## src/rtl/l2_mm_line_engine_pkg.sv

```systemverilog
// Shared types and sizing for the L2 <-> main-memory line engine.
package cache_pkg;

  localparam int unsigned N           = 32;
  localparam int unsigned BLOCK_WORDS = 16;
  localparam int unsigned ADDR_W      = 15;
  localparam int unsigned OFF_W       = 4;
  localparam int unsigned BLK_W       = ADDR_W - OFF_W;
  localparam int unsigned LINE_W      = N * BLOCK_WORDS;

  typedef enum logic [1:0] {
    OpNop    = 2'b00,
    OpFill   = 2'b01,
    OpWb     = 2'b10,
    OpWbFill = 2'b11
  } op_e;

  typedef enum logic [2:0] {
    StIdle,
    StWb,
    StRd,
    StRdLast,
    StDone
  } state_e;

endpackage

```

## src/rtl/l2_mm_line_engine_if.sv

```systemverilog
// Command and main-memory bus bundle of the line engine.
interface l2_mm_line_engine_if;
  import cache_pkg::*;

  logic              start;
  logic [1:0]        op;
  logic [BLK_W-1:0]  wb_block;
  logic [BLK_W-1:0]  fill_block;
  logic [OFF_W-1:0]  crit_offset;
  logic [LINE_W-1:0] wb_line;
  logic [LINE_W-1:0] fill_line;
  logic              fill_word_valid;
  logic [OFF_W-1:0]  fill_word_idx;
  logic              crit_valid;
  logic              done;
  logic              eng_busy;
  logic              L2_read_request;
  logic              L2_write_request;
  logic [ADDR_W-1:0] L2_word_address;
  logic [N-1:0]      L2_wdata;
  logic [N-1:0]      L2_rdata;
  logic              MM_busy;

  // Requester / memory-environment side.
  modport master (
    output start, op, wb_block, fill_block, crit_offset, wb_line, L2_rdata, MM_busy,
    input  fill_line, fill_word_valid, fill_word_idx, crit_valid, done, eng_busy,
    input  L2_read_request, L2_write_request, L2_word_address, L2_wdata
  );

  // Engine side.
  modport slave (
    input  start, op, wb_block, fill_block, crit_offset, wb_line, L2_rdata, MM_busy,
    output fill_line, fill_word_valid, fill_word_idx, crit_valid, done, eng_busy,
    output L2_read_request, L2_write_request, L2_word_address, L2_wdata
  );

endinterface

```

## src/rtl/l2_line_buffer.sv

```systemverilog
// 16-word line buffer: one word written per cycle, whole line always readable.
module l2_line_buffer
  import cache_pkg::*;
(
  input  logic              clk,
  input  logic              reset,
  input  logic              i_we,
  input  logic [OFF_W-1:0]  i_idx,
  input  logic [N-1:0]      i_wdata,
  output logic [LINE_W-1:0] o_line
);

  logic [N-1:0] r_mem [BLOCK_WORDS];

  always_ff @(posedge clk) begin
    if (!reset) begin
      for (int k = 0; k < BLOCK_WORDS; k++) r_mem[k] <= '0;
    end else if (i_we) begin
      r_mem[i_idx] <= i_wdata;
    end
  end

  for (genvar g = 0; g < BLOCK_WORDS; g++) begin : g_pack
    assign o_line[g*N +: N] = r_mem[g];
  end

endmodule

```

## src/rtl/l2_mm_line_engine.sv

```systemverilog
// Line writeback/fill engine between L2 and a 2-cycle-per-word main memory.
// Define CRIT_WORD_FIRST_EN to start fills at crit_offset and pulse crit_valid.
module l2_mm_line_engine
  import cache_pkg::*;
(
  input logic                clk,
  input logic                reset,
  l2_mm_line_engine_if.slave io_bus
);

`ifdef CRIT_WORD_FIRST_EN
  localparam bit CritEn = 1'b1;
`else
  localparam bit CritEn = 1'b0;
`endif

  state_e            r_state;
  op_e               r_op;
  logic [BLK_W-1:0]  r_wb_block;
  logic [BLK_W-1:0]  r_fill_block;
  logic [OFF_W-1:0]  r_crit_offset;
  logic [LINE_W-1:0] r_wb_line;
  logic [OFF_W-1:0]  r_offset;
  logic [OFF_W-1:0]  r_cnt;
  logic              r_done;
  logic              r_fill_word_valid;
  logic [OFF_W-1:0]  r_fill_word_idx;
  logic              r_crit_valid;

  op_e               w_op;
  logic              w_last;
  logic [OFF_W-1:0]  w_start_new;
  logic [OFF_W-1:0]  w_start_lat;

  assign w_op   = op_e'(io_bus.op);
  assign w_last = (r_cnt == OFF_W'(BLOCK_WORDS - 1));
  // Fill start offset: from the live input for a plain FILL, latched for WB_FILL.
  assign w_start_new = CritEn ? io_bus.crit_offset : '0;
  assign w_start_lat = CritEn ? r_crit_offset : '0;

  always_ff @(posedge clk) begin
    if (!reset) begin
      r_state           <= StIdle;
      r_op              <= OpNop;
      r_wb_block        <= '0;
      r_fill_block      <= '0;
      r_crit_offset     <= '0;
      r_wb_line         <= '0;
      r_offset          <= '0;
      r_cnt             <= '0;
      r_done            <= 1'b0;
      r_fill_word_valid <= 1'b0;
      r_fill_word_idx   <= '0;
      r_crit_valid      <= 1'b0;
    end else begin
      r_done            <= 1'b0;
      r_fill_word_valid <= 1'b0;
      r_crit_valid      <= 1'b0;
      unique case (r_state)
        StIdle: begin
          if (io_bus.start && (w_op != OpNop)) begin
            r_op          <= w_op;
            r_wb_block    <= io_bus.wb_block;
            r_fill_block  <= io_bus.fill_block;
            r_crit_offset <= io_bus.crit_offset;
            r_wb_line     <= io_bus.wb_line;
            r_cnt         <= '0;
            if (w_op == OpFill) begin
              r_state  <= StRd;
              r_offset <= w_start_new;
            end else begin
              r_state  <= StWb;
              r_offset <= '0;
            end
          end
        end
        StWb: begin
          if (io_bus.MM_busy) begin
            r_offset <= r_offset + 1'b1;
            r_cnt    <= r_cnt + 1'b1;
            if (w_last) begin
              if (r_op == OpWbFill) begin
                r_state  <= StRd;
                r_offset <= w_start_lat;
                r_cnt    <= '0;
              end else begin
                r_state <= StDone;
                r_done  <= 1'b1;
              end
            end
          end
        end
        StRd: begin
          if (io_bus.MM_busy) begin
            // Memory returns the word next cycle; flag that cycle as the capture.
            r_fill_word_valid <= 1'b1;
            r_fill_word_idx   <= r_offset;
            r_crit_valid      <= CritEn && (r_cnt == '0);
            r_offset          <= r_offset + 1'b1;
            r_cnt             <= r_cnt + 1'b1;
            if (w_last) r_state <= StRdLast;
          end
        end
        StRdLast: begin
          r_state <= StDone;
          r_done  <= 1'b1;
        end
        StDone: r_state <= StIdle;
        default: r_state <= StIdle;
      endcase
    end
  end

  l2_line_buffer u_line_buffer (
    .clk     (clk),
    .reset   (reset),
    .i_we    (r_fill_word_valid),
    .i_idx   (r_fill_word_idx),
    .i_wdata (io_bus.L2_rdata),
    .o_line  (io_bus.fill_line)
  );

  always_comb begin
    io_bus.L2_word_address = '0;
    io_bus.L2_wdata        = '0;
    if (r_state == StWb) begin
      io_bus.L2_word_address = {r_wb_block, r_offset};
      io_bus.L2_wdata        = r_wb_line[r_offset*N +: N];
    end else if (r_state == StRd) begin
      io_bus.L2_word_address = {r_fill_block, r_offset};
    end
  end

  assign io_bus.L2_read_request  = (r_state == StRd);
  assign io_bus.L2_write_request = (r_state == StWb);
  assign io_bus.eng_busy         = (r_state != StIdle);
  assign io_bus.done             = r_done;
  assign io_bus.fill_word_valid  = r_fill_word_valid;
  assign io_bus.fill_word_idx    = r_fill_word_idx;
  assign io_bus.crit_valid       = r_crit_valid;

endmodule

```

## src/flat_wrapper.sv

```systemverilog
// flat-port wrapper written by rule: the top's interface ports become plain ports
module l2_mm_line_engine_flat import cache_pkg::*;
  (clk, reset, io_bus_start, io_bus_op, io_bus_wb_block, io_bus_fill_block, io_bus_crit_offset, io_bus_wb_line, io_bus_L2_rdata, io_bus_MM_busy, io_bus_fill_line, io_bus_fill_word_valid, io_bus_fill_word_idx, io_bus_crit_valid, io_bus_done, io_bus_eng_busy, io_bus_L2_read_request, io_bus_L2_write_request, io_bus_L2_word_address, io_bus_L2_wdata);
  l2_mm_line_engine_if io_bus_i ();
  input logic clk;
  input logic reset;
  input wire logic [$bits(io_bus_i.start)-1:0] io_bus_start;
  input wire logic [$bits(io_bus_i.op)-1:0] io_bus_op;
  input wire logic [$bits(io_bus_i.wb_block)-1:0] io_bus_wb_block;
  input wire logic [$bits(io_bus_i.fill_block)-1:0] io_bus_fill_block;
  input wire logic [$bits(io_bus_i.crit_offset)-1:0] io_bus_crit_offset;
  input wire logic [$bits(io_bus_i.wb_line)-1:0] io_bus_wb_line;
  input wire logic [$bits(io_bus_i.L2_rdata)-1:0] io_bus_L2_rdata;
  input wire logic [$bits(io_bus_i.MM_busy)-1:0] io_bus_MM_busy;
  output wire logic [$bits(io_bus_i.fill_line)-1:0] io_bus_fill_line;
  output wire logic [$bits(io_bus_i.fill_word_valid)-1:0] io_bus_fill_word_valid;
  output wire logic [$bits(io_bus_i.fill_word_idx)-1:0] io_bus_fill_word_idx;
  output wire logic [$bits(io_bus_i.crit_valid)-1:0] io_bus_crit_valid;
  output wire logic [$bits(io_bus_i.done)-1:0] io_bus_done;
  output wire logic [$bits(io_bus_i.eng_busy)-1:0] io_bus_eng_busy;
  output wire logic [$bits(io_bus_i.L2_read_request)-1:0] io_bus_L2_read_request;
  output wire logic [$bits(io_bus_i.L2_write_request)-1:0] io_bus_L2_write_request;
  output wire logic [$bits(io_bus_i.L2_word_address)-1:0] io_bus_L2_word_address;
  output wire logic [$bits(io_bus_i.L2_wdata)-1:0] io_bus_L2_wdata;
  assign io_bus_i.start = io_bus_start;
  assign io_bus_i.op = io_bus_op;
  assign io_bus_i.wb_block = io_bus_wb_block;
  assign io_bus_i.fill_block = io_bus_fill_block;
  assign io_bus_i.crit_offset = io_bus_crit_offset;
  assign io_bus_i.wb_line = io_bus_wb_line;
  assign io_bus_i.L2_rdata = io_bus_L2_rdata;
  assign io_bus_i.MM_busy = io_bus_MM_busy;
  assign io_bus_fill_line = io_bus_i.fill_line;
  assign io_bus_fill_word_valid = io_bus_i.fill_word_valid;
  assign io_bus_fill_word_idx = io_bus_i.fill_word_idx;
  assign io_bus_crit_valid = io_bus_i.crit_valid;
  assign io_bus_done = io_bus_i.done;
  assign io_bus_eng_busy = io_bus_i.eng_busy;
  assign io_bus_L2_read_request = io_bus_i.L2_read_request;
  assign io_bus_L2_write_request = io_bus_i.L2_write_request;
  assign io_bus_L2_word_address = io_bus_i.L2_word_address;
  assign io_bus_L2_wdata = io_bus_i.L2_wdata;
  l2_mm_line_engine u_core (.clk(clk), .reset(reset), .io_bus(io_bus_i));
endmodule
```

## config.mk

```make
export PLATFORM = sky130hd
export DESIGN_NAME = l2_mm_line_engine_flat
export DESIGN_NICKNAME = d
export VERILOG_FILES = /design/src/rtl/l2_mm_line_engine_pkg.sv /design/src/rtl/l2_mm_line_engine_if.sv /design/src/rtl/l2_line_buffer.sv /design/src/rtl/l2_mm_line_engine.sv /design/src/flat_wrapper.sv
export SDC_FILE = /design/constraint.sdc
export NUM_CORES = 2
export LEC_CHECK = 0
export ABC_AREA = 1
export CAP_MARGIN = 20
export CORE_AREA = 2 2 447 449
export DETAILED_ROUTE_END_ITERATION = 10
export DIE_AREA = 0 0 449 451
export PLACE_DENSITY = 0.45
export SLEW_MARGIN = 20
export SYNTH_ARGS = -nofsm -noshare
export SYNTH_HDL_FRONTEND = slang
export SYNTH_HIERARCHICAL = 1
export SYNTH_SLANG_ARGS = --single-unit
```

## constraint.sdc

```tcl
create_clock -name clk -period 2.7 [get_ports clk]
set_input_delay 0.675 -clock clk [delete_from_list [all_inputs] [get_ports clk]]
set_output_delay 0.675 -clock clk [all_outputs]
set_load 0.05 [all_outputs]
```

* After elaboration in Yosys (flattened, before gate mapping)
Memories as Yosys holds them, arrays and structs flattened.
Cells that the tools add are included.
** Word-level totals
- Bits of input ports :: 576
- Bits in registers :: 553
- Memory bits (read-only) :: 0
- Memories :: 1
- Logic and storage cells :: 70
- Bits in writable memories :: 512
- Latch bits :: 0
** Cells by class
- Bitwise gates (word level) :: 0
- Multiply operators :: 0
- Order comparisons :: 0
- Div/mod/pow operators :: 0
- Reductions and logical operators :: 11
- Mux-type cells :: 34
- Add/sub/neg operators :: 2
- Equality and inequality tests :: 11
- Shift-type cells :: 1
** Memory list
- u_core.u_line_buffer.r_mem :: words 16, width 32, read ports 16, clocked after memory_dff 0, write ports 16, line l2_line_buffer.sv:13 : logic [N-1:0] r_mem [BLOCK_WORDS];
** Operators by type and width (number)
- 512-bit by 10-bit indexed part select with 32-bit output :: 1
- 32-bit 2-to-1 mux :: 2
- 4-bit 2-to-1 mux :: 10
- 32-bit OR reduction :: 1
- 15-bit 2-to-1 mux :: 2
- 4-bit one-hot mux with 3 select lines :: 2
- 3-bit 2-to-1 mux :: 6
- 3-bit one-hot mux with 4 select lines :: 1
- 1-bit 2-to-1 mux :: 9
- 4-bit by 1-bit adder with 4-bit output, second input constant :: 2
- 3-bit by 2-bit == test with 1-bit output, second input constant :: 2
- 2-bit by 1-bit != test with 1-bit output, second input constant :: 3
- 2-bit AND reduction :: 3
- 3-bit nonzero test :: 2
- 5-bit AND reduction :: 1
- 4-bit == test, second input constant :: 1
- 2-bit != test, second input constant :: 2
- 4-bit AND reduction :: 1
- 3-bit by 1-bit == test with 1-bit output, second input constant :: 1
- 3-bit zero test :: 1
- 2-bit by 1-bit == test with 1-bit output, second input constant :: 1
- 2-bit == test, second input constant :: 1
- 2-bit 2-to-1 mux :: 1
- 1-bit one-hot mux with 2 select lines :: 1
- other kinds (2) :: 2

* Logic depth before layout (Yosys ltp)
- Depth in word-level cells :: 5
- Gate-level depth with buffers :: 11
- Mapped depth without buffers :: 10

* Hierarchy
The synthesis kept the hierarchy.
** Modules (own cells, without submodules)
- l2_mm_line_engine :: cells each 3541, instances 1, area each 24166.9 µm²
- l2_line_buffer :: cells each 1187, instances 1, area each 17966.0 µm²

* Worst setup path before layout
No wires, ideal clock.
- Path type :: flip-flop to output port
- Start point :: reg u_core.r_offset[1]
- End point :: out io_bus_L2_wdata[0]
- Required time :: 2025 ps
- Slack :: 83 ps
- Path buffers :: 3
- Cell stages (with the launch flop) :: 8
- Data arrival time :: 1942 ps
- Cells stage by stage :: dfxtp_1 > buf_2 > buf_2 > buf_4 > o21ai_0 > o211ai_1 > nand3_1 > a21oi_1
** Between the ends
- Word-level cells in the longest chain between the ends :: 2
** RTL lines
- start, declared :: line l2_mm_line_engine.sv:23 : logic [OFF_W-1:0] r_offset;
- start signal, assigned :: line l2_mm_line_engine.sv:70 : r_offset <= w_start_new;
- start signal, assigned :: line l2_mm_line_engine.sv:79 : r_offset <= r_offset + 1'b1;
- start signal, assigned :: line l2_mm_line_engine.sv:84 : r_offset <= w_start_lat;
- 512-bit by 10-bit indexed part select with 32-bit output :: line l2_mm_line_engine.sv:128 : io_bus.L2_wdata = r_wb_line[r_offset*N +: N];
- 32-bit 2-to-1 mux :: line l2_mm_line_engine.sv:126 : if (r_state == StWb) begin
- end, declared :: line flat_wrapper.sv:24 : output wire logic [$bits(io_bus_i.L2_wdata)-1:0] io_bus_L2_wdata;
No other way between the ends.

* Worst setup path after layout
- Start point :: reg u_core.r_offset[1]
- End point :: out io_bus_L2_wdata[21]
Same word-level chain as after synthesis.

==> results.txt <==
----------------------------------------------------
[Timing]
  Endpoints failing hold ... 0
  Slew @ Worst Pin ... 0.674 ns
  Post-layout min period ... 3.58 ns
  PnR worst setup slack ... -0.879 ns
  Portion of the clock cycle consumed by the worst path in the final layout ... 133%
  Maximum frequency from static timing analysis ... 0.279 GHz
  Headroom to the max-slew limit ... 55.2%
  Final clock skew ... 0.0467 ns
  Setup violation total in the final timing report ... 44
  Max-slew violation count ... 0
  RSZ-0062 raised after global routing ... true

[Cells and area]
  Layout overhead on the synthesized area ... 54.7%
  Nets ... 6,592
  Number of standard cells in the final layout excluding fillers ... 8,788
  Share of post-route cells with drive strength above 1 ... 14.0%
  Finished Cell Area ... 0.0652 mm^2
  Filler Cells Inserted ... 20,692
  Area of the multi-input gates ... 0.0147 mm^2
  Footprint of the flip-flops and latches ... 0.0265 mm^2

[Floorplanning]
  Area of the die ... 0.202 mm^2
  Row cnt ... 164
  Die height ... 451 um
  Starting density of the core ... 21.3%
  Core Region ... 0.198 mm^2
  Horizontal die dimension ... 449 um
  Top-level port count ... 1,145

[Critical path]
  Worst EP arrival ... 2.90 ns
  Chain of cells forming the critical path ... inv_8, buf_16, o21ai_2, o211ai_1, buf_4, nand3_4, a21oi_2, buf_6, buf_12
  Startpoint kind of the worst setup timing path ... flop
  CP max-delay cell ... o211ai_1
  Slowest Stage Delay on Critical Path ... 0.52 ns
  Maximum fanout along the worst path ... 21
  Crit Path Class ... reg -> out
  Type of destination of the critical path ... output pin
  CP required ... 2.03 ns

[Synth]
  Mean instance size in the synthesized netlist ... 8.91 um^2
  Cell taking the most area after synthesis ... edfxtp_1
  Synth warn ... 6
  Flops & latches, synth ... 1,065
  Dominant cells by area after synthesis ... edfxtp_1 (36%), dfxtp_1 (26%), nor2_1 (18%)
  Mapped Cells ... 4,728
  Net count after synthesis ... 5,306
  Sequential share of the synthesized area ... 62.8%
  Area share of the leading cell type in the synthesized netlist ... 36.5%
  Summed instance area of the synthesized netlist ... 0.0421 mm^2
  Count of cell types in the netlist ... 26

[Power and ir drop]
  Proportion of power drawn by combinational gates ... 33.0%
  Flop pwr share ... 36.9%
  Switching power as a share of total power ... 35.0%
  P per Cell Area ... 852 mW/mm^2
  Switching power ... 19,400 uW
  Total leakage power ... 0.0252 uW
  Internal power component ... 36,100 uW
  Clock network fraction of total power ... 30.1%
  Worst supply voltage drop on vdd ... 0.595 mV

[Detailed routing]
  Via count of the routed design ... 38,160
  Post-detailed-route count of antenna-violating nets ... 0
  1st-iter DRT viols ... 2,563
  Via density per instance ... 4.34
  Number of remaining DRC errors ... 0
  Met3 wire length ... 13,100 um
  Final routed wirelength across all metal layers ... 207,000 um
  Detailed-routing iteration count for the pre-antenna-repair pass ... 7
  Highest metal layer used by the detailed router ... met5
  Routed length on met1 ... 79,500 um
  Detail Route met2 WL ... 107,000 um
  Routed wire length per instance ... 23.6 um

[Placed design]
  Gp weighted congestion ... 0.845
  Placed cells ... 8,497
  Count of buffers from port buffering ... 1,139
  Placement-stage cell area ... 0.0592 mm^2
  Half-perimeter wire length after placement ... 154,000 um

[Clock tree]
  Clock H-tree levels ... 3
  Register clock-pin slew on the reported worst setup and hold paths ... 0.06 ns
  Num CTS Buffers ... 118
  TritonCTS clock tree ... done
  Number of sinks driven by the clock tree ... 1,065
  Cell chosen for the clock root ... clkbuf_16
  Clk Latency, worst-skew pair ... 0.79 ns
  Maximum count of clock buffers along a single path ... 3

[GRT]
  Total global routing track utilization ... 19.5%
  Number of antenna violations at the first check in global routing ... 43
  Vias in the first global route ... 37,578
  Maximum number of pins on one net before global-route repair ... 140
  Global-route wire length before repair ... 284,000 um
  Residual overflow from global routing ... 0

[Status]
  Run status ... complete, but fails checks
  Failing checks ... setup timing

[Run]
  Max Cap Viol ... 0

[Hold path]
  Hold Path Class ... in -> reg

----------------------------------------------------
-- registers in the layout, summed over array words and instances (netlist names) --
register / flops
u_core/r_wb_block: 11
u_core/r_cnt: 4
u_core/r_state: 3
u_core/io_bus.fill_word_valid: 1
u_core/r_fill_block: 11
u_core/u_line_buffer/r_mem: 512
u_core/io_bus.fill_word_idx: 4
u_core/r_offset: 4
u_core/io_bus.done: 1
u_core/r_wb_line: 512
u_core/r_op: 2
-- cell usage in the layout (no fill, tap or decap), types with 23 or more instances in the layout --
cell type	instances
nand3_1	87
o21ai_2	23
a21oi_1	54
clkbuf_16	126
nand2_2	33
dfxtp_1	546
dlygate4sd2_1	207
buf_4	247
edfxtp_1	512
o211ai_1	54
nand2_1	83
nand3_2	53
buf_12	123
buf_6	53
clkdlybuf4s50_1	873
inv_1	83
o21ai_0	512
clkbuf_1	25
nor2_1	1965
o21ai_1	231
-- metal layers --
| metal | track usage, % | vias to the layer above |
|---|---|---|
| met2 | 35.6 | 1390 |
| met5 | 0 | - |
| met1 | 22.1 | 18251 |
| li1 | - | 18207 |
| met4 | 7.52 | 24 |
| met3 | 4.31 | 288 |
-- path summary, 6_finish.rpt --
kind	slack, ns	end	start	cells after the start
setup / recovery	-0.88	io_bus_L2_wdata[21]	u_core/r_offset[1]$_SDFFE_PN0P_	9
hold / removal	0.34	u_core/r_wb_line[250]$_SDFFE_PN0P_	reset	4
hold reg to reg	0.46	u_core/r_wb_line[227]$_SDFFE_PN0P_	u_core/r_wb_line[227]$_SDFFE_PN0P_	2
setup reg to reg	0.44	u_core/u_line_buffer/r_mem[6][21]$_SDFFCE_PN0P_	u_core/io_bus.fill_word_idx[2]$_SDFFE_PN0P_	5
-- synthesized netlist by cell type --
library cell  number
nor2_1          1993
dfxtp_1          553
o21ai_0          550
edfxtp_1         512
o21ai_1          224
clkbuf_1         159
buf_2            153
nand3_1          151
nand2_1          114
inv_1             85
a21oi_1           84
o211ai_1          54
buf_4             30
buf_1             23
a22o_1            11
buf_6              8
inv_2              6
nand2_2            5
nand4_1            3
nor3_1             3
ha_1               2
clkinv_1           1
conb_1             1
nand3_2            1
nand3b_1           1
nor2_2             1
-- area by class of cell --
| class | instances | area share [%] |
|---|---|---|
| Antenna cell | 16 | 0.0614 |
| Clock buffer | 160 | 5.03 |
| Clock inverter | 62 | 1.08 |
| Inverter | 92 | 0.624 |
| Multi-Input combinational cell | 3198 | 22.5 |
| Sequential cell | 1065 | 40.6 |
| Tap cell | 2656 | 5.10 |
| Timing Repair Buffer | 1537 | 25.0 |
| Timing Repair inverter | 2 | 0.0307 |
-- power by group through the flow --
| stage | Combinational [uW] | Sequential [uW] | Clock [uW] |
|---|---|---|---|
| after floorplan | 8290 | 21400 | 0 |
| after global placement | 15900 | 20800 | 0 |
| after detailed placement | 16000 | 20800 | 0 |
| after CTS | 17800 | 20500 | 17100 |
| after global routing | 19800 | 20800 | 17700 |
| final | 18300 | 20500 | 16700 |
-- kinds of logic (layout without fill, tap and decap cells) --
| family | Yosys count | count (layout) | synth area share (%) |
|---|---|---|---|
| AOI/OAI and AO/OA | 923 | 923 | 11.4 |
| buffers and inverters | 465 | 1853 | 5.01 |
| adders and majority gates | 2 | 2 | 0.0594 |
| DFF | 1065 | 1065 | 62.8 |
| and+or+nand+nor | 2272 | 2272 | 20.8 |
| other | 1 | 17 | 0.00890 |
-- worst max-delay path: cells and delay by family (launching register included) --
| family | cells | cell delay, ns |
|---|---|---|
| DFF | 1 | 0.38 |
| buffers and inverters | 5 | 0.84 |
| AOI/OAI and AO/OA | 3 | 0.75 |
| and+or+nand+nor | 1 | 0.09 |
-- repair_timing --
action / CTS / global route
hold buffers: 0 / 0
gates resized for setup: 429 / 145
gates cloned: 11 / 8
setup buffers: 39 / 6
pin swaps: 61 / 62
setup endpoints to repair: 258 / 48
-- stage by stage --
step / util, % / power [uW] / hold slack [ns] / TNS (ns) / setup slack (ns)
global placement: 29.9 / 36700 / 0.449 / -7.33 / -0.510
global route: 32.9 / 58300 / 0.314 / -29.96 / -0.910
detailed placement: 29.9 / 36800 / 0.450 / -7.29 / -0.499
CTS: 32.5 / 55400 / 0.272 / -31.16 / -1.02
floorplan: - / 29700 / 0.429 / 0 / 0.0831
finish: 32.9 / 55500 / 0.337 / -25.39 / -0.879
Note: power is estimated with default switching activity, not from simulation.
